$ cat src/rtl/menu_pkg.sv
`default_nettype none
// ============================================================================
// Module   : menu_pkg
// Purpose  : Shared types and constants for the title-menu controller:
//            menu state enum, RGB332 palette and active-low 7-segment codes.
// Ports    : none (package)
// Revision : 1.0 - initial release
// ============================================================================
package menu_pkg;

   typedef enum logic [1:0] {
      BROWSE    = 2'd0,
      COUNTDOWN = 2'd1,
      LAUNCH    = 2'd2,
      PLAYING   = 2'd3
   } menu_state_t;

   // RGB332 palette
   localparam logic [7:0] c_rgb_black  = 8'h00;
   localparam logic [7:0] c_rgb_item   = 8'hFF;
   localparam logic [7:0] c_rgb_cursor = 8'hFC;
   localparam logic [7:0] c_rgb_bg     = 8'h25;

   // Active-low segments, bit order {g,f,e,d,c,b,a}
   localparam logic [6:0] c_seg_0   = 7'b1000000;
   localparam logic [6:0] c_seg_1   = 7'b1111001;
   localparam logic [6:0] c_seg_2   = 7'b0100100;
   localparam logic [6:0] c_seg_3   = 7'b0110000;
   localparam logic [6:0] c_seg_4   = 7'b0011001;
   localparam logic [6:0] c_seg_5   = 7'b0010010;
   localparam logic [6:0] c_seg_6   = 7'b0000010;
   localparam logic [6:0] c_seg_7   = 7'b1111000;
   localparam logic [6:0] c_seg_8   = 7'b0000000;
   localparam logic [6:0] c_seg_9   = 7'b0010000;
   localparam logic [6:0] c_seg_p   = 7'b0001100;
   localparam logic [6:0] c_seg_off = 7'b1111111;

   function automatic logic [6:0] seg_digit(input logic [3:0] d);
      case (d)
         4'd0:    return c_seg_0;
         4'd1:    return c_seg_1;
         4'd2:    return c_seg_2;
         4'd3:    return c_seg_3;
         4'd4:    return c_seg_4;
         4'd5:    return c_seg_5;
         4'd6:    return c_seg_6;
         4'd7:    return c_seg_7;
         4'd8:    return c_seg_8;
         4'd9:    return c_seg_9;
         default: return c_seg_off;
      endcase
   endfunction

endpackage
`default_nettype wire

$ cat src/rtl/menu_font_rom.sv
`default_nettype none
// ============================================================================
// Module   : menu_font_rom
// Purpose  : Combinational 5x7 font for digits 1-9. Bit 4 of the returned row
//            is the leftmost glyph column. Other digits/rows return blank.
// Ports    : digit [3:0] in  - digit to draw (1..9)
//            row   [2:0] in  - glyph row, 0 = top
//            bits  [4:0] out - lit columns of that row
// Revision : 1.0 - initial release
// ============================================================================
module menu_font_rom (
   input  logic [3:0] digit,
   input  logic [2:0] row,
   output logic [4:0] bits
);

   // Seven rows packed top-first: row 0 occupies [34:30]
   logic [34:0] w_glyph;

   always_comb begin
      case (digit)
         4'd1:    w_glyph = {5'b11100, 5'b00100, 5'b00100, 5'b00100, 5'b00100, 5'b00100, 5'b11111};
         4'd2:    w_glyph = {5'b01110, 5'b10001, 5'b00001, 5'b00010, 5'b00100, 5'b01000, 5'b11111};
         4'd3:    w_glyph = {5'b11110, 5'b00001, 5'b00001, 5'b01110, 5'b00001, 5'b00001, 5'b11110};
         4'd4:    w_glyph = {5'b00010, 5'b00110, 5'b01010, 5'b10010, 5'b11111, 5'b00010, 5'b00010};
         4'd5:    w_glyph = {5'b11111, 5'b10000, 5'b11110, 5'b00001, 5'b00001, 5'b10001, 5'b01110};
         4'd6:    w_glyph = {5'b00110, 5'b01000, 5'b10000, 5'b11110, 5'b10001, 5'b10001, 5'b01110};
         4'd7:    w_glyph = {5'b11111, 5'b00001, 5'b00010, 5'b00100, 5'b01000, 5'b01000, 5'b01000};
         4'd8:    w_glyph = {5'b01110, 5'b10001, 5'b10001, 5'b01110, 5'b10001, 5'b10001, 5'b01110};
         4'd9:    w_glyph = {5'b01110, 5'b10001, 5'b10001, 5'b01111, 5'b00001, 5'b00010, 5'b01100};
         default: w_glyph = '0;
      endcase

      case (row)
         3'd0:    bits = w_glyph[34:30];
         3'd1:    bits = w_glyph[29:25];
         3'd2:    bits = w_glyph[24:20];
         3'd3:    bits = w_glyph[19:15];
         3'd4:    bits = w_glyph[14:10];
         3'd5:    bits = w_glyph[9:5];
         3'd6:    bits = w_glyph[4:0];
         default: bits = 5'b00000;
      endcase
   end

endmodule
`default_nettype wire

$ cat src/rtl/menu_controller.sv
`default_nettype none
// ============================================================================
// Module   : menu_controller
// Purpose  : Title menu. Player 1 browses N_ITEMS numbered items, confirms,
//            watches a cancellable frame-timed countdown, then the block
//            pulses start_game once. Renders the item row into the pixel
//            stream (1-cycle registered colour) and drives hex/LED status.
// Ports    : clk, rst                        - clock, sync active-high reset
//            frame_tick                      - 1-cycle pulse per frame
//            display_enable, pixel_x/pixel_y - VGA timing inputs
//            sw0_mode_select                 - 0 = 1 player, 1 = 2 players
//            p1_btn_left/right/confirm/back  - debounced button levels
//            game_over                       - 1-cycle pulse, back to menu
//            color_out_332                   - registered RGB332 pixel
//            hex0..hex3_out                  - active-low 7-segment digits
//            leds_out                        - one-hot cursor, [9]=menu_active
//            sel_index, num_players          - latched selection
//            start_game, menu_active         - game-state handshake
// Revision : 1.0 - initial release
// ============================================================================
module menu_controller #(
   parameter int N_ITEMS        = 4,
   parameter int SCALE          = 8,
   parameter int MENU_LEFT      = 160,
   parameter int MENU_TOP       = 200,
   parameter int CHAR_SP        = 16,
   parameter int FRAMES_PER_SEC = 60,
   parameter int COUNT_SECS     = 3,
   parameter int BLINK_FRAMES   = 8
) (
   input  logic       clk,
   input  logic       rst,
   input  logic       frame_tick,
   input  logic       display_enable,
   input  logic [9:0] pixel_x,
   input  logic [9:0] pixel_y,
   input  logic       sw0_mode_select,
   input  logic       p1_btn_left,
   input  logic       p1_btn_right,
   input  logic       p1_btn_confirm,
   input  logic       p1_btn_back,
   input  logic       game_over,
   output logic [7:0] color_out_332,
   output logic [6:0] hex0_out,
   output logic [6:0] hex1_out,
   output logic [6:0] hex2_out,
   output logic [6:0] hex3_out,
   output logic [9:0] leds_out,
   output logic [3:0] sel_index,
   output logic [1:0] num_players,
   output logic       start_game,
   output logic       menu_active
);

   import menu_pkg::*;

   localparam int c_fc_w    = (FRAMES_PER_SEC > 1) ? $clog2(FRAMES_PER_SEC) : 1;
   localparam int c_bc_w    = (BLINK_FRAMES > 1) ? $clog2(BLINK_FRAMES) : 1;
   localparam int c_glyph_w = 5 * SCALE;
   localparam int c_glyph_h = 7 * SCALE;
   localparam int c_pitch   = 5 * SCALE + CHAR_SP;

   localparam logic [c_fc_w-1:0] c_frame_last = c_fc_w'(FRAMES_PER_SEC - 1);
   localparam logic [c_bc_w-1:0] c_blink_last = c_bc_w'(BLINK_FRAMES - 1);
   localparam logic [3:0]        c_item_last  = 4'(N_ITEMS - 1);

   menu_state_t         r_state,   w_state_n;
   logic [3:0]          r_cursor,  w_cursor_n;
   logic [3:0]          r_sel,     w_sel_n;
   logic [1:0]          r_players, w_players_n;
   logic [3:0]          r_sec,     w_sec_n;
   logic [c_fc_w-1:0]   r_frame,   w_frame_n;
   logic [c_bc_w-1:0]   r_bcnt,    w_bcnt_n;
   logic                r_blink,   w_blink_n;
   logic [3:0]          r_btn_q;
   logic [3:0]          w_btn, w_ev;
   logic [7:0]          r_color,   w_color;

   // {left, right, confirm, back}; r_btn_q resets high so a held button
   // produces no event on reset release.
   assign w_btn = {p1_btn_left, p1_btn_right, p1_btn_confirm, p1_btn_back};
   assign w_ev  = w_btn & ~r_btn_q;

   always_ff @(posedge clk) begin
      if (rst) begin
         r_state   <= BROWSE;
         r_cursor  <= '0;
         r_sel     <= '0;
         r_players <= 2'd1;
         r_sec     <= '0;
         r_frame   <= '0;
         r_bcnt    <= '0;
         r_blink   <= 1'b1;
         r_btn_q   <= '1;
      end else begin
         r_state   <= w_state_n;
         r_cursor  <= w_cursor_n;
         r_sel     <= w_sel_n;
         r_players <= w_players_n;
         r_sec     <= w_sec_n;
         r_frame   <= w_frame_n;
         r_bcnt    <= w_bcnt_n;
         r_blink   <= w_blink_n;
         r_btn_q   <= w_btn;
      end
   end

   always_comb begin
      w_state_n   = r_state;
      w_cursor_n  = r_cursor;
      w_sel_n     = r_sel;
      w_players_n = r_players;
      w_sec_n     = r_sec;
      w_frame_n   = r_frame;
      w_bcnt_n    = r_bcnt;
      w_blink_n   = r_blink;
      case (r_state)
         BROWSE: begin
            if (w_ev[1]) begin
               w_sel_n     = r_cursor;
               w_players_n = sw0_mode_select ? 2'd2 : 2'd1;
               w_sec_n     = 4'(COUNT_SECS);
               w_frame_n   = '0;
               w_bcnt_n    = '0;
               w_blink_n   = 1'b1;
               w_state_n   = COUNTDOWN;
            end else if (w_ev[3] && !w_ev[2]) begin
               w_cursor_n = (r_cursor == 4'd0) ? c_item_last : r_cursor - 4'd1;
            end else if (w_ev[2] && !w_ev[3]) begin
               w_cursor_n = (r_cursor == c_item_last) ? 4'd0 : r_cursor + 4'd1;
            end
         end
         COUNTDOWN: begin
            if (w_ev[0]) begin
               w_state_n = BROWSE;
            end else if (frame_tick) begin
               if (r_bcnt == c_blink_last) begin
                  w_bcnt_n  = '0;
                  w_blink_n = ~r_blink;
               end else begin
                  w_bcnt_n = r_bcnt + 1'b1;
               end
               if (r_frame == c_frame_last) begin
                  w_frame_n = '0;
                  // Last second expiring launches instead of showing 0
                  if (r_sec == 4'd1) w_state_n = LAUNCH;
                  else               w_sec_n   = r_sec - 4'd1;
               end else begin
                  w_frame_n = r_frame + 1'b1;
               end
            end
         end
         LAUNCH: begin
            w_state_n = PLAYING;
         end
         PLAYING: begin
            if (game_over) begin
               w_state_n  = BROWSE;
               w_cursor_n = r_sel;
            end
         end
         default: w_state_n = BROWSE;
      endcase
   end

   // ---------------------------------------------------------------- render
   int         w_px, w_py, w_col, w_row;
   logic       w_hit, w_lit, w_is_cur;
   logic [3:0] w_item, w_digit;
   logic [2:0] w_font_row;
   logic [4:0] w_bits;

   always_comb begin
      w_px   = int'(pixel_x);
      w_py   = int'(pixel_y);
      w_hit  = 1'b0;
      w_item = '0;
      w_col  = 0;
      w_row  = (w_py - MENU_TOP) / SCALE;
      for (int i = 0; i < N_ITEMS; i++) begin
         if (w_px >= MENU_LEFT + i * c_pitch &&
             w_px <  MENU_LEFT + i * c_pitch + c_glyph_w &&
             w_py >= MENU_TOP && w_py < MENU_TOP + c_glyph_h) begin
            w_hit  = 1'b1;
            w_item = 4'(i);
            w_col  = (w_px - MENU_LEFT - i * c_pitch) / SCALE;
         end
      end
      w_font_row = 3'(w_row);
      w_digit    = w_item + 4'd1;
   end

   menu_font_rom u_font (
      .digit (w_digit),
      .row   (w_font_row),
      .bits  (w_bits)
   );

   always_comb begin
      w_is_cur = (w_item == r_cursor);
      w_lit    = w_hit && ((w_bits & (5'b10000 >> w_col)) != 5'b00000);
      // Cursor glyph blanks during the off half of the countdown blink
      if (w_is_cur && r_state == COUNTDOWN && !r_blink) w_lit = 1'b0;
      if (!display_enable || r_state == PLAYING) w_color = c_rgb_black;
      else if (w_lit)                            w_color = w_is_cur ? c_rgb_cursor : c_rgb_item;
      else                                       w_color = c_rgb_bg;
   end

   always_ff @(posedge clk) begin
      if (rst) r_color <= c_rgb_black;
      else     r_color <= w_color;
   end

   // ---------------------------------------------------------------- status
   assign color_out_332 = r_color;
   assign sel_index     = r_sel;
   assign num_players   = r_players;
   assign start_game    = (r_state == LAUNCH);
   assign menu_active   = (r_state == BROWSE) || (r_state == COUNTDOWN);
   assign hex0_out      = seg_digit((r_state == BROWSE) ? (sw0_mode_select ? 4'd2 : 4'd1)
                                                        : {2'b00, r_players});
   assign hex1_out      = c_seg_p;
   assign hex2_out      = seg_digit(r_cursor + 4'd1);
   assign hex3_out      = (r_state == COUNTDOWN) ? seg_digit(r_sec) : c_seg_off;

   always_comb begin
      leds_out = '0;
      for (int i = 0; i < N_ITEMS; i++) leds_out[i] = (r_cursor == 4'(i));
      leds_out[9] = menu_active;
   end

endmodule
`default_nettype wire

$ cat config.mk
export PLATFORM = sky130hd
export DESIGN_NAME = menu_controller
export DESIGN_NICKNAME = d
export VERILOG_FILES = /design/src/rtl/menu_pkg.sv /design/src/rtl/menu_font_rom.sv /design/src/rtl/menu_controller.sv
export SDC_FILE = /design/constraint.sdc
export NUM_CORES = 1
export LEC_CHECK = 0
export BUFFER_PORTS_ARGS = -buffer_cell sky130_fd_sc_hd__buf_2
export CAP_MARGIN = 30
export CORE_UTILIZATION = 45
export DETAILED_ROUTE_END_ITERATION = 16
export GPL_TIMING_DRIVEN = 0
export PLACE_DENSITY = 0.73
export SLEW_MARGIN = 20
export SYNTH_ARGS = -nofsm -noshare
export SYNTH_HDL_FRONTEND = slang
export SYNTH_HIERARCHICAL = 1
export SYNTH_SLANG_ARGS = --single-unit
$ cat constraint.sdc
create_clock -name clk -period 18.9 [get_ports clk]
set_input_delay 2.835 -clock clk [delete_from_list [all_inputs] [get_ports clk]]
set_output_delay 2.835 -clock clk [all_outputs]
set_load 0.02 [all_outputs]
# Yosys cells after proc, flatten, opt, wreduce, memory -nomap -nowiden
# Memories as Yosys holds them, arrays and structs flattened. A register that Yosys moved wholly into a read port is not among the register bits.
# Index checks and enable logic that the tools add are counted.
# Widths: inputs -> output; s select.
# totals
regBits	35
romBits	896
input_bits	30
output_inout_bits	54
mem_count	4
# memory_table
name	depth	word_bits	rd	rd_ports_with_merged_regs	write_ports	line_no	text
(name not given)	16	35	1	0	0	menu_font_rom.sv:21	case (digit)
(name not given)	16	7	1	1	0	menu_pkg.sv:39	case (d)
(name not given)	16	7	1	0	0	menu_pkg.sv:39	
(name not given)	16	7	1	0	0	menu_pkg.sv:39	
# classes
add_sub_neg	16
n_lt_le_gt_ge	10
n_eq_ne	28
n_shift	1
muxes	56
n_bitwise	10
reduce_logical	42
# ops
op	n
$add 32x1->32	4
$mux 32	4
$mux 4	15
$lt 10x9->1 const B	4
$pmux 5 s7	1
$shr 5x32->5 const A	1
$ge 10x8->1 const B	3
$mux 6	4
$sub 10x8->11 const B	2
$ge 10x9->1 const B	2
$mux 2	10
$reduce_or 3->1	6
$logic_and 1x1->1	17
$ne 2x2->1 const B	8
$pmux 4 s2	2
$eq 3x3->1 const B	4
$mux 3	4
$ne 3x3->1 const B	4
$pmux 6 s2	1
$sub 11x7->12 const B	1
$sub 11x8->12 const B	1
$sub 11x9->12 const B	1
$mux 1	11
$lt 10x8->1 const B	1
34 further kinds	52

# Longest topological paths before layout
# Gate-level depths: netlist of the first run.
# An unclocked memory read counts as a cell.
# depth
depth_word	16
depth_mapped	25
mapped_depth_nobuf	22

# By module
# The synthesis of the first run kept the hierarchy.
# by_module_without_submodules
mod	instances	cells_per_inst	area_each_um2	seq_area_each_um2
menu_controller	1	741	5497.8	820.8
menu_font_rom	1	116	729.4	0.0

# Least setup slack after synthesis of the first run
# No wires, ideal clock.
# synth_path
path_type	input -> register
start	input port pixel_x[5]
end	register, netlist name color_out_332[3]
setup_time_ps	74
arrival_time_ps	8208
path_slack_ps	10618
stages	25
n_path_buf	4
path_cell_list	buf_4 > inv_1 > ha_1 > clkbuf_1 > clkbuf_1 > nand2_1 > o22a_1 > o21ai_0 > and2_1 > ha_1 > and3_1 > clkbuf_1 > and4b_1 > a31oi_1 > inv_1 > nand3_1 > ha_1 > nand4bb_1 > nand4_1 > o2111ai_1 > and4_1 > or4_1 > and3_1 > or4_1 > a31oi_1
# synth_between
elab_chain_len	16
# synth_lines
element	line_no	text
start: declaration	menu_controller.sv:35	input logic [9:0] pixel_x,
parallel branches: the longest is 13 deep, another holds $add 32x1->32	-	
$mux 1 (*)	menu_controller.sv:203	if (w_is_cur && r_state == COUNTDOWN && !r_blink) w_lit = 1'b0;
$not 1->1 (no source line) (*)	-	
$reduce_or 3->1 (no source line) (*)	-	
# Every way passes the cells marked *.
# A chain may end at the register's enable or synchronous reset.

# Worst setup path after layout of the first run
# layout_path
start	input port pixel_x[5]
end	register, netlist name color_out_332[3]
# layout_between
elab_chain_len	16
# layout_lines
element	line_no
parallel branches: the longest is 13 deep, another holds $add 32x1->32	-
$mux 1 (*)	menu_controller.sv:203
$not 1->1 (no source line) (*)	-
$reduce_or 3->1 (no source line) (*)	-
# Marks and branches as above.

==> impl_results.md, run 1 <==
* Period utilization at about 48%
* Fin crit period at between 9 and 10 ns
* Worst slew pin tran at between 0.9 and 1 ns
* Height of the die at roughly 120 um
* Area contributors post-synth: ha_1, dfxtp_1, nand2_1, xnor2_1, nor2_1
* Detailed Place HPWL at roughly 14000 um
* Layout cells sized above 1 at approximately 14%
* Main synth FF type: dfxtp_1
* Gp weighted congestion at 0.999
* Slew HR at 35.6%
* Critical Path RT at 19.11 ns
* Synth unique cells at 84
* P&R area growth vs syn at 12.0%
* Crit path launch: pixel_x[5]
* Switching share of power at between 30% and 40%
* Hold path start: sel_index[2]$_SDFFE_PP0P_
* R2r startpoint: r_state[0]$_SDFFE_PP0P_
* Clock share of power at about a quarter
* Sequential share of power at 29.4%
* Via count at 6525
* Sw power at approximately 0.00012 W
* Die Wd at 120 um
* DR pass1 iterations at 5
* Crit-path cells: buf_2, buf_4, inv_1, ha_1, clkbuf_1, clkbuf_1, nand2_1, o22a_1, o21ai_1, and2_1, ha_1, ha_1, o211ai_1, a21oi_1, nand3_1, ha_1, nand4bb_1, nand4_1, o2111ai_1, and4_1, or4_1, and3_1, or4_1, a31oi_1
* CTS tree: done
* # DRC at 0
* Final Max Tran Viols at 0
* Htree depth at 2
* Root Driver: clkbuf_16
* Worst-path clk slew at roughly 0.06 ns
* Synth Warn # at 6
* Largest net degree at the start of global routing at 14
* Setup TNS at 0 ns
* Diode count at 0
* Async S/R FF share, synth at 0%
* Non-filler cells, final at about 1100
* Core area at between 10000 and 15000 sq um
* Via density per instance at between 5 and 6
* Initial antenna violation count at 0
* #FFs+latches synth at between 40 and 50
* CTS Buf Count at 5
* Max-Cap Viols at 0
* Final setup viols at 0
* Routed wire per std cell at 15.5 um
* CTS sink count at 41
* Max clock buf depth at 2
* Worst path most repeated cell: ha_1
* CP Capture Type: register
* First-pass GRT wire length at approximately 29000 um
* Final nets at approximately 1100
* Logic pwr share at a little under half
* Die ar. at ~14000 sq um
* DP Worst Slack at about 9.7 ns
* Placed Instances at 1113
* Vias in the first global route at ~6000
* Post-synth top area cell: ha_1
* F_max at roughly 110 MHz
* RSZ-0062 raised after global routing: no
* Hold Fails Final Rpt at 0
* Post-Syn Area at about 6200 sq um
* All-Layer GR Usage at between 20 and 25%
* Worst Setup Start Kind: input pin
* CTS resizes at 0
* Final wirelength at approximately 17000 um
* Register area share after synthesis at a little over an eighth
* Leak Pwr at ~3 nW
* WP data arrival at between 9 and 10 ns
* Antenna-violating nets left at 0
* Skew-Pair Late Insertion Delay at ~0.28 ns
* Slowest cell on crit path: o21ai_1
* DR iter-0 viols at about 800
* Pwr dens at about 46 nW/um^2
* I/O pin total at 84
* Worst Hold Class: reg -> reg
* Syn Inst Count at around 860
* Maximum vdd ir drop at 0.0467 mV
* Int Pwr at 0.000195 W
* Syn_area_per_cell at roughly 7.3 sq um
* CTS Hold Bufs at 0
* Final worst slack at slightly below 10 ns
* Worst-case clock skew at between 0.001 and 0.0015 ns
* CP max FO at 10
* GRT overflow at 0
* Port Buf Inserts at 67
* EDFF count, synth at 0
* Top-area cell type share of the netlist area at 16.1%
* Largest stage delay, worst path at roughly 0.68 ns
* Setup CP Type: in -> reg
* Initial core utilization at a little under half
* Num rows at 42
* # fillers at roughly 1300
* Outcome: completed
* Setup bufs post-CTS at 0
[routing by layer]
| layer | GRT usage (%) | part of all wire, % |
|---|---|---|
| met1 | 32.8 | 45 |
| met2 | 39.8 | 46 |
| met3 | 3.99 | 7.4 |
| met4 | 7.19 | 2.0 |
| met5 | 0 | 0 |
[power groups by stage]
| stage | combinational (W) | sequential [W] | clock, W |
|---|---|---|---|
| after floorplan | 0.000105 | 0.0000952 | 0 |
| after CTS | 0.000141 | 0.0000934 | 0.0000821 |
| after global placement | 0.000139 | 0.0000951 | 0 |
| after detailed placement | 0.000140 | 0.0000952 | 0 |
| final | 0.000144 | 0.0000934 | 0.0000805 |
| after global routing | 0.000158 | 0.0000940 | 0.0000858 |
[Yosys cell counts (9+ instances only)]
| cell type | number |
|---|---|
| nand2_1 | 80 |
| xnor2_1 | 34 |
| nand4_1 | 19 |
| nor2b_1 | 19 |
| ha_1 | 80 |
| and3_1 | 11 |
| nor3_1 | 19 |
| inv_1 | 41 |
| xor2_1 | 9 |
| buf_4 | 23 |
| nand2b_1 | 22 |
| buf_2 | 12 |
| mux2i_1 | 18 |
| nor2_1 | 73 |
| nand3_1 | 46 |
| clkbuf_1 | 27 |
| o21ai_0 | 49 |
| and2_1 | 13 |
| a21oi_1 | 48 |
| dfxtp_1 | 41 |
[layout by cell type (no fill, tap or decap), drive strengths merged, types with 8 or more instances in the layout]
| cell type | instances |
|---|---|
| buf | 106 |
| nand2 | 80 |
| ha | 80 |
| nor2 | 74 |
| o21ai | 53 |
| a21oi | 48 |
| nand3 | 46 |
| inv | 41 |
| dfxtp | 41 |
| clkbuf | 35 |
| xnor2 | 34 |
| nand2b | 22 |
| nor3 | 20 |
| nor2b | 19 |
| nand4 | 19 |
| mux2i | 18 |
| conb | 15 |
| and2 | 13 |
| and3 | 11 |
| xor2 | 9 |
| or2 | 9 |
| a21boi | 8 |
| a31oi | 8 |
| nor4 | 8 |
| o31ai | 8 |
[cells by family (layout without fill, tap and decap cells)]
logic type                 count (synthesis)  in the layout  share of synthesized area (%)
and+or+nand+nor                          354            354                           29.7
buffers and inverters                    106            182                           8.26
xor gates and xnor gates                  44             44                           6.41
AOI/OAI and AO/OA                        208            208                           22.6
DFF                                       41             41                           13.2
other                                      2             15                          0.121
adders and majority gates                 80             80                           16.1
muxes                                     22             22                           3.62
[worst max-delay path, delay by kind of cell]
| family | cells | cell delay (ns) |
|---|---|---|
| buf+inv | 5 | 1.29 |
| compound gates | 6 | 1.84 |
| simple gates | 9 | 2.26 |
| fa+ha+maj | 4 | 0.99 |
[path summary, 6_finish.rpt]
kind	slack, ns	depth (start not counted)	endpoint
worst max-delay path	9.88	24	color_out_332[3]$_SDFF_PP0_
worst min register to register	0.48	2	sel_index[2]$_SDFFE_PP0P_
worst min-delay path	0.48	2	sel_index[2]$_SDFFE_PP0P_
worst max register to register	15.38	13	register
[stage by stage]
stage               total power, W  hold slack (ns)  cell area (sq um)  util, %
floorplan                 0.000201            0.449               6280        -
global placement          0.000234            0.460               6830     51.2
detailed placement        0.000236            0.468               6830     51.2
CTS                       0.000317            0.476               6970     52.2
global route              0.000338            0.492               6970     52.2
finish                    0.000318            0.476               6970     52.2
[area by class of cell]
| type | count | area [sq um] | share of cell area (%) |
|---|---|---|---|
| timing repair buffer | 68 | 340 | 4.88 |
| inverter | 41 | 154 | 2.21 |
| sequential | 41 | 821 | 11.8 |
| buffer | 65 | 360 | 5.17 |
| tap | 176 | 220 | 3.16 |
| multi-input combinational | 723 | 4940 | 70.9 |
| clock buffer | 8 | 136 | 1.96 |
Note: power is estimated with default switching activity, not from simulation.
==> inputs of run 2 (changes only) <==
--- a/config.mk
+++ b/config.mk
@@ -10,7 +10,7 @@
 export CORE_UTILIZATION = 45
 export DETAILED_ROUTE_END_ITERATION = 16
 export GPL_TIMING_DRIVEN = 0
-export PLACE_DENSITY = 0.73
+export PLACE_DENSITY = 0.75
 export SLEW_MARGIN = 20
 export SYNTH_ARGS = -nofsm -noshare
 export SYNTH_HDL_FRONTEND = slang
==> constraint.sdc (replaced) <==
create_clock -name clk -period 7.8 [get_ports clk]
set_input_delay 1.17 -clock clk [delete_from_list [all_inputs] [get_ports clk]]
set_output_delay 1.17 -clock clk [all_outputs]
set_load 0.02 [all_outputs]
==> impl_results.md, run 2 (synthesis gave the netlist of run 1 again) <==
* Outcome: completed (unchanged)
* Most frequent cells in the layout: nand2_1, buf_2, ha_1 (unchanged)
* Fin crit period at between 7 and 8 ns
* Placed instance area at 6840 sq um (was 6830 sq um)
* I/O pin total at 84 (unchanged)
* F_max at around 140 MHz
* Global Route met3 Usage at 3.71% (was 3.99%)
* Root Driver: clkbuf_16 (unchanged)
* Total power at 0.000817 W (was 0.000318 W)
* All-Layer GR Usage at 23.9% (was 24.4%)
* Largest net degree at the start of global routing at 14 (unchanged)
* Diode count at 0 (unchanged)
* Met2 Use GR at 39.1% (was 39.8%)
* # DRC at 0 (unchanged)
* Worst Hold Class: reg -> reg (unchanged)
* DR pass1 iterations at 5 (unchanged)
* Antenna-violating nets left at 0 (unchanged)
* Pwr dens at 116 nW/um^2 (was 45.6 nW/um^2)
* Worst-path clk slew at 0.05 ns (was 0.06 ns)
* Via count at 6626 (was 6525)
* Final Max Tran Viols at 0 (unchanged)
* Max-Cap Viols at 0 (unchanged)
* Skew-Pair Late Insertion Delay at 0.28 ns (about the same)
* Die Wd at 120 um (unchanged)
* P&R area growth vs syn at 12.9% (was 12.0%)
* Layout cells sized above 1 at 14.9% (was 14.4%)
* Worst slew pin tran at 1.05 ns (was 0.963 ns)
* CTS sink count at 41 (unchanged)
* CP Capture Type: register (unchanged)
* CTS Buf Count at 5 (unchanged)
* Initial antenna violation count at 0 (unchanged)
* Htree depth at 2 (unchanged)
* Gp weighted congestion at 1.01 (was 0.999)
* Final nets at 1057 (was 1055)
* RSZ-0062 raised after global routing: no (unchanged)
* CTS tree: done (unchanged)
* CTS Hold Bufs at 0 (unchanged)
* GRT overflow at 0 (unchanged)
* Worst Setup Start Kind: input pin (unchanged)
* Worst-case clock skew at 0.00297 ns (was 0.00135 ns)
* CTS resizes at 0 (unchanged)
* Hold Fails Final Rpt at 0 (unchanged)
* Setup bufs post-CTS at 0 (unchanged)
* Routed wire per std cell at 15.7 um (was 15.5 um)
* Final instance area at 7030 sq um (was 6970 sq um)
* Num rows at 42 (unchanged)
* WHS at 0.477 ns (was 0.476 ns)
* CP max FO at 10 (unchanged)
* Core area at 13300 sq um (unchanged)
* Via density per instance at 5.90 (was 5.82)
* # fillers at 1358 (was 1337)
* Detailed Place HPWL at 13800 um (was 13600 um)
* First-pass GRT wire length at 28200 um (was 28700 um)
* Initial core utilization at 46.7% (unchanged)
* Max clock buf depth at 2 (unchanged)
* Slew HR at 29.7% (was 35.6%)
* Period utilization at between 90% and 100%
* Critical Path RT at 8.01 ns (was 19.11 ns)
* Vias in the first global route at 5826 (was 5965)
* Setup CP Type: in -> reg (unchanged)
* Maximum vdd ir drop at 0.120 mV (was 0.0467 mV)
* WP data arrival at 7.31 ns (was 9.23 ns)
* Final setup viols at 0 (unchanged)
* Port Buf Inserts at 67 (unchanged)
* Grt met1 use at 32.5% (was 32.8%)
* Height of the die at 120 um (unchanged)
* GR peak layer: met2 (unchanged)
* Leak Pwr at 3.02 nW (was 2.99 nW)
* DR iter-0 viols at 788 (was 802)
* Die ar. at 14300 sq um (unchanged)
* Final wirelength at 17700 um (was 17400 um)
==> run 2: cell count changes in the layout (fill, tap and decap cells not counted), sizes merged <==
cell,before,now
clkbuf,35,34
bufinv,0,1
buf,106,108
==> run 2: final cells by class <==
class                      count  area [sq um]  share of cell area, %
clock buffer                   7           143                   2.03
timing repair buffer          70           355                   5.06
multi-input combinational    723          4950                   70.4
tap                          176           220                   3.13
sequential                    41           821                   11.7
buffer                        65           360                   5.13
clock inverter                 1          30.0                  0.427
inverter                      41           154                   2.19
==> run 2: power by group <==
group          internal (W)  switching [W]
Combinational      0.000134       0.000219
Sequential         0.000221     0.00000469
Clock              0.000160      0.0000777
==> run 2: metrics by stage <==
step | TNS [ns] | util [%] | worst slack, ns | cells
2_1_floorplan | 0 | - | 1.18 | 870
3_3_place_gp | -0.0365 | 51.2 | -0.0365 | 1113
3_5_place_dp | 0 | 51.2 | 0.282 | 1114
4_1_cts | 0 | 52.5 | 0.551 | 1122
5_1_grt | 0 | 52.7 | 0.255 | 1124
6_report | 0 | 52.7 | 0.696 | 1124
==> run 2: critical path, stage by stage <==
cell,delay (ns)
buf_2,0.12
buf_4,0.19
inv_1,0.15
ha_1,0.31
clkbuf_1,0.45
clkbuf_1,0.42
nand2_1,0.13
o22a_1,0.28
o21ai_2,0.46
and2_1,0.20
ha_1,0.15
and3_1,0.15
clkbuf_1,0.23
and4b_1,0.23
a31oi_1,0.09
inv_1,0.20
nand3_1,0.10
ha_1,0.32
nand4bb_1,0.10
nand4_1,0.10
o2111ai_1,0.14
and4_1,0.25
or4_1,0.49
and3_1,0.19
or4_1,0.54
a31oi_1,0.15
==> run 2: path summary, 6_finish.rpt <==
path	depth (start not counted)	endpoint	startpoint	slack, ns
setup / recovery	26	color_out_332[3]$_SDFF_PP0_	pixel_x[5]	0.70
hold reg to reg	2	sel_index[0]$_SDFFE_PP0P_	sel_index[0]$_SDFFE_PP0P_	0.48
hold / removal	2	sel_index[0]$_SDFFE_PP0P_	sel_index[0]$_SDFFE_PP0P_	0.48
setup reg to reg	13	register	r_state[0]$_SDFFE_PP0P_	4.23
==> run 2: layer usage <==
metal  wire length (um)  vias to the layer above
met1               7850                     3074
li1                   -                     3262
met5                  0                        -
met3               1380                       38
met4                382                        0
met2               8060                      252
==> inputs of run 3 (changes only) <==
--- a/config.mk
+++ b/config.mk
@@ -11,6 +11,7 @@
 export DETAILED_ROUTE_END_ITERATION = 16
 export GPL_TIMING_DRIVEN = 0
 export PLACE_DENSITY = 0.75
+export RECOVER_POWER = 25
 export SLEW_MARGIN = 20
 export SYNTH_ARGS = -nofsm -noshare
 export SYNTH_HDL_FRONTEND = slang
==> impl_results.md, run 3 (synthesis gave the netlist of run 1 again) <==
* Outcome: completed (unchanged)
* Switching share of power at 36.9% (about the same)
* Largest net degree at the start of global routing at 14 (unchanged)
* Largest stage delay, worst path at 0.54 ns (about the same)
* Crit-path cells: buf_2, buf_4, inv_1, ha_1, clkbuf_1, clkbuf_1, nand2_1, o22a_1, o21ai_2, and2_1, ha_1, ha_1, o211ai_1, a21oi_1, nand3_1, ha_1, nand4bb_1, nand4_1, o2111ai_1, and4_1, or4_1, and3_1, or4_1, a31oi_1
* Final wirelength at 17700 um (about the same)
* Area of the multi-input gates at 4950 sq um (unchanged)
* Via density per instance at 5.90 (about the same)
* CP Capture Type: register (unchanged)
* CTS Hold Bufs at 0 (unchanged)
* GRT overflow at 0 (unchanged)
* Sw power at 0.000302 W (about the same)
* FF+latch area at 821 sq um (unchanged)
* R2R setup slack at 4.22 ns (was 4.23 ns)
* Htree depth at 2 (unchanged)
* DR iter-0 viols at 729 (was 788)
* Critical Path RT at 8.01 ns (about the same)
* Setup CP Type: in -> reg (unchanged)
* First-pass GRT wire length at 28200 um (unchanged)
* Root Driver: clkbuf_16 (unchanged)
* Max clock buf depth at 2 (unchanged)
* Clock share of power at 29.1% (about the same)
* Routed wire per std cell at 15.7 um (about the same)
* I/O pin total at 84 (unchanged)
* CP max FO at 10 (unchanged)
* Fin util at 52.6% (was 52.7%)
* CTS tree: done (unchanged)
* P&R area growth vs syn at 12.8% (was 12.9%)
* Crit path launch: pixel_x[5] (unchanged)
* Height of the die at 120 um (unchanged)
* Leak Pwr at 2.99 nW (was 3.02 nW)
* Worst slew pin tran at 1.03 ns (was 1.05 ns)
* DP Worst Slack at 0.282 ns (unchanged)
* Hold Fails Final Rpt at 0 (unchanged)
* # fillers at 1360 (was 1358)
* Detailed Place HPWL at 13800 um (unchanged)
* Most frequent cells in the layout: nand2_1, ha_1, buf_2 (was nand2_1, buf_2, ha_1)
* Die Wd at 120 um (unchanged)
* Final worst slack at 0.706 ns (was 0.696 ns)
* Fin crit period at 7.09 ns (was 7.10 ns)
* WHS at 0.479 ns (was 0.477 ns)
* Layout cells sized above 1 at 14.2% (was 14.9%)
* Total power at 0.000817 W (about the same)
* Skew-Pair Late Insertion Delay at 0.28 ns (about the same)
* All-Layer GR Usage at 23.9% (unchanged)
* Diode count at 0 (unchanged)
* Antenna-violating nets left at 0 (unchanged)
* Worst-case clock skew at 0.00281 ns (was 0.00297 ns)
* Worst-path clk slew at 0.05 ns (about the same)
* Vias in the first global route at 5826 (unchanged)
* Placed instance area at 6840 sq um (unchanged)
* Worst path most repeated cell: ha_1
* Final setup viols at 0 (unchanged)
* Via count at 6629 (was 6626)
* WP data arrival at 7.30 ns (was 7.31 ns)
* Slew HR at 30.9% (was 29.7%)
* Final instance area at 7020 sq um (was 7030 sq um)
* F_max at 141 MHz (about the same)
* Initial core utilization at 46.7% (unchanged)
* RSZ-0062 raised after global routing: no (unchanged)
* Pwr dens at 116 nW/um^2 (about the same)
* R2r startpoint: r_state[0]$_SDFFE_PP0P_ (unchanged)
* Max-Cap Viols at 0 (unchanged)
* Logic pwr share at 43.3% (about the same)
* Num rows at 42 (unchanged)
* Hold path start: sel_index[0]$_SDFFE_PP0P_ (unchanged)
* DR pass1 iterations at 8 (was 5)
* Port Buf Inserts at 67 (unchanged)
* Worst Setup Start Kind: input pin (unchanged)
* CTS Buf Count at 5 (unchanged)
* Initial antenna violation count at 0 (unchanged)
* Period utilization at 90.9% (was 91.1%)
* Int Pwr at 0.000515 W (about the same)
* Final nets at 1057 (unchanged)
* CTS sink count at 41 (unchanged)
* Gp weighted congestion at 1.01 (unchanged)
* Sequential share of power at 27.7% (about the same)
* Die ar. at 14300 sq um (unchanged)
* Worst Hold Class: reg -> reg (unchanged)
* Core area at 13300 sq um (unchanged)
* Final Max Tran Viols at 0 (unchanged)
* Slowest cell on crit path: or4_1 (unchanged)
* Maximum vdd ir drop at 0.120 mV (about the same)
* # DRC at 0 (unchanged)
==> run 3: cell count changes in the layout (fill, tap and decap cells not counted), sizes merged <==
cell / before / now
buf: 108 / 102
clkbuf: 34 / 40
==> run 3: layer usage <==
| metal | GRT usage, % | wire (um) |
|---|---|---|
| met5 | 0 | 0 |
| met4 | 6.25 | 346 |
| met3 | 3.71 | 1250 |
| met2 | 39.1 | 8060 |
| met1 | 32.5 | 8000 |
==> run 3: cell type report <==
type                       count  share of cell area [%]
multi-input combinational    723                    70.4
timing repair buffer          70                    4.95
clock buffer                   7                    2.03
sequential                    41                    11.7
clock inverter                 1                   0.428
tap                          176                    3.14
inverter                      41                    2.19
buffer                        65                    5.13
==> run 3: critical path: cells and delay by family <==
kind	cells	cell delay, ns
AND/OR/NAND/NOR	9	2.16
AO/OA/AOI/OAI	6	1.66
buffers and inverters	5	1.32
adder cells (fa/ha/maj)	4	0.97
==> run 3: path summary, 6_finish.rpt <==
check | endpoint | depth (start not counted)
worst max-delay path | color_out_332[3]$_SDFF_PP0_ | 24
worst min-delay path | sel_index[0]$_SDFFE_PP0P_ | 2
worst max register to register | register | 13
worst min register to register | sel_index[0]$_SDFFE_PP0P_ | 2
==> run 3: power groups by stage <==
stage | clock (W) | sequential (W) | combinational, W
global route | 0.000252 | 0.000227 | 0.000387
detailed placement | 0 | 0.000231 | 0.000343
CTS | 0.000240 | 0.000226 | 0.000345
floorplan | 0 | 0.000231 | 0.000255
global placement | 0 | 0.000230 | 0.000339
finish | 0.000237 | 0.000226 | 0.000353
==> run 3: through the flow <==
| step | cells | setup TNS, ns |
|---|---|---|
| 2_1_floorplan | 870 | 0 |
| 3_3_place_gp | 1113 | -0.0365 |
| 3_5_place_dp | 1114 | 0 |
| 4_1_cts | 1122 | 0 |
| 5_1_grt | 1124 | 0 |
| 6_report | 1124 | 0 |
==> run 3: timing repair <==
item,4_1_cts,5_1_grt
gates resized for setup,0,1
endpoints found under the setup margin,0,1
setup buffers,0,0
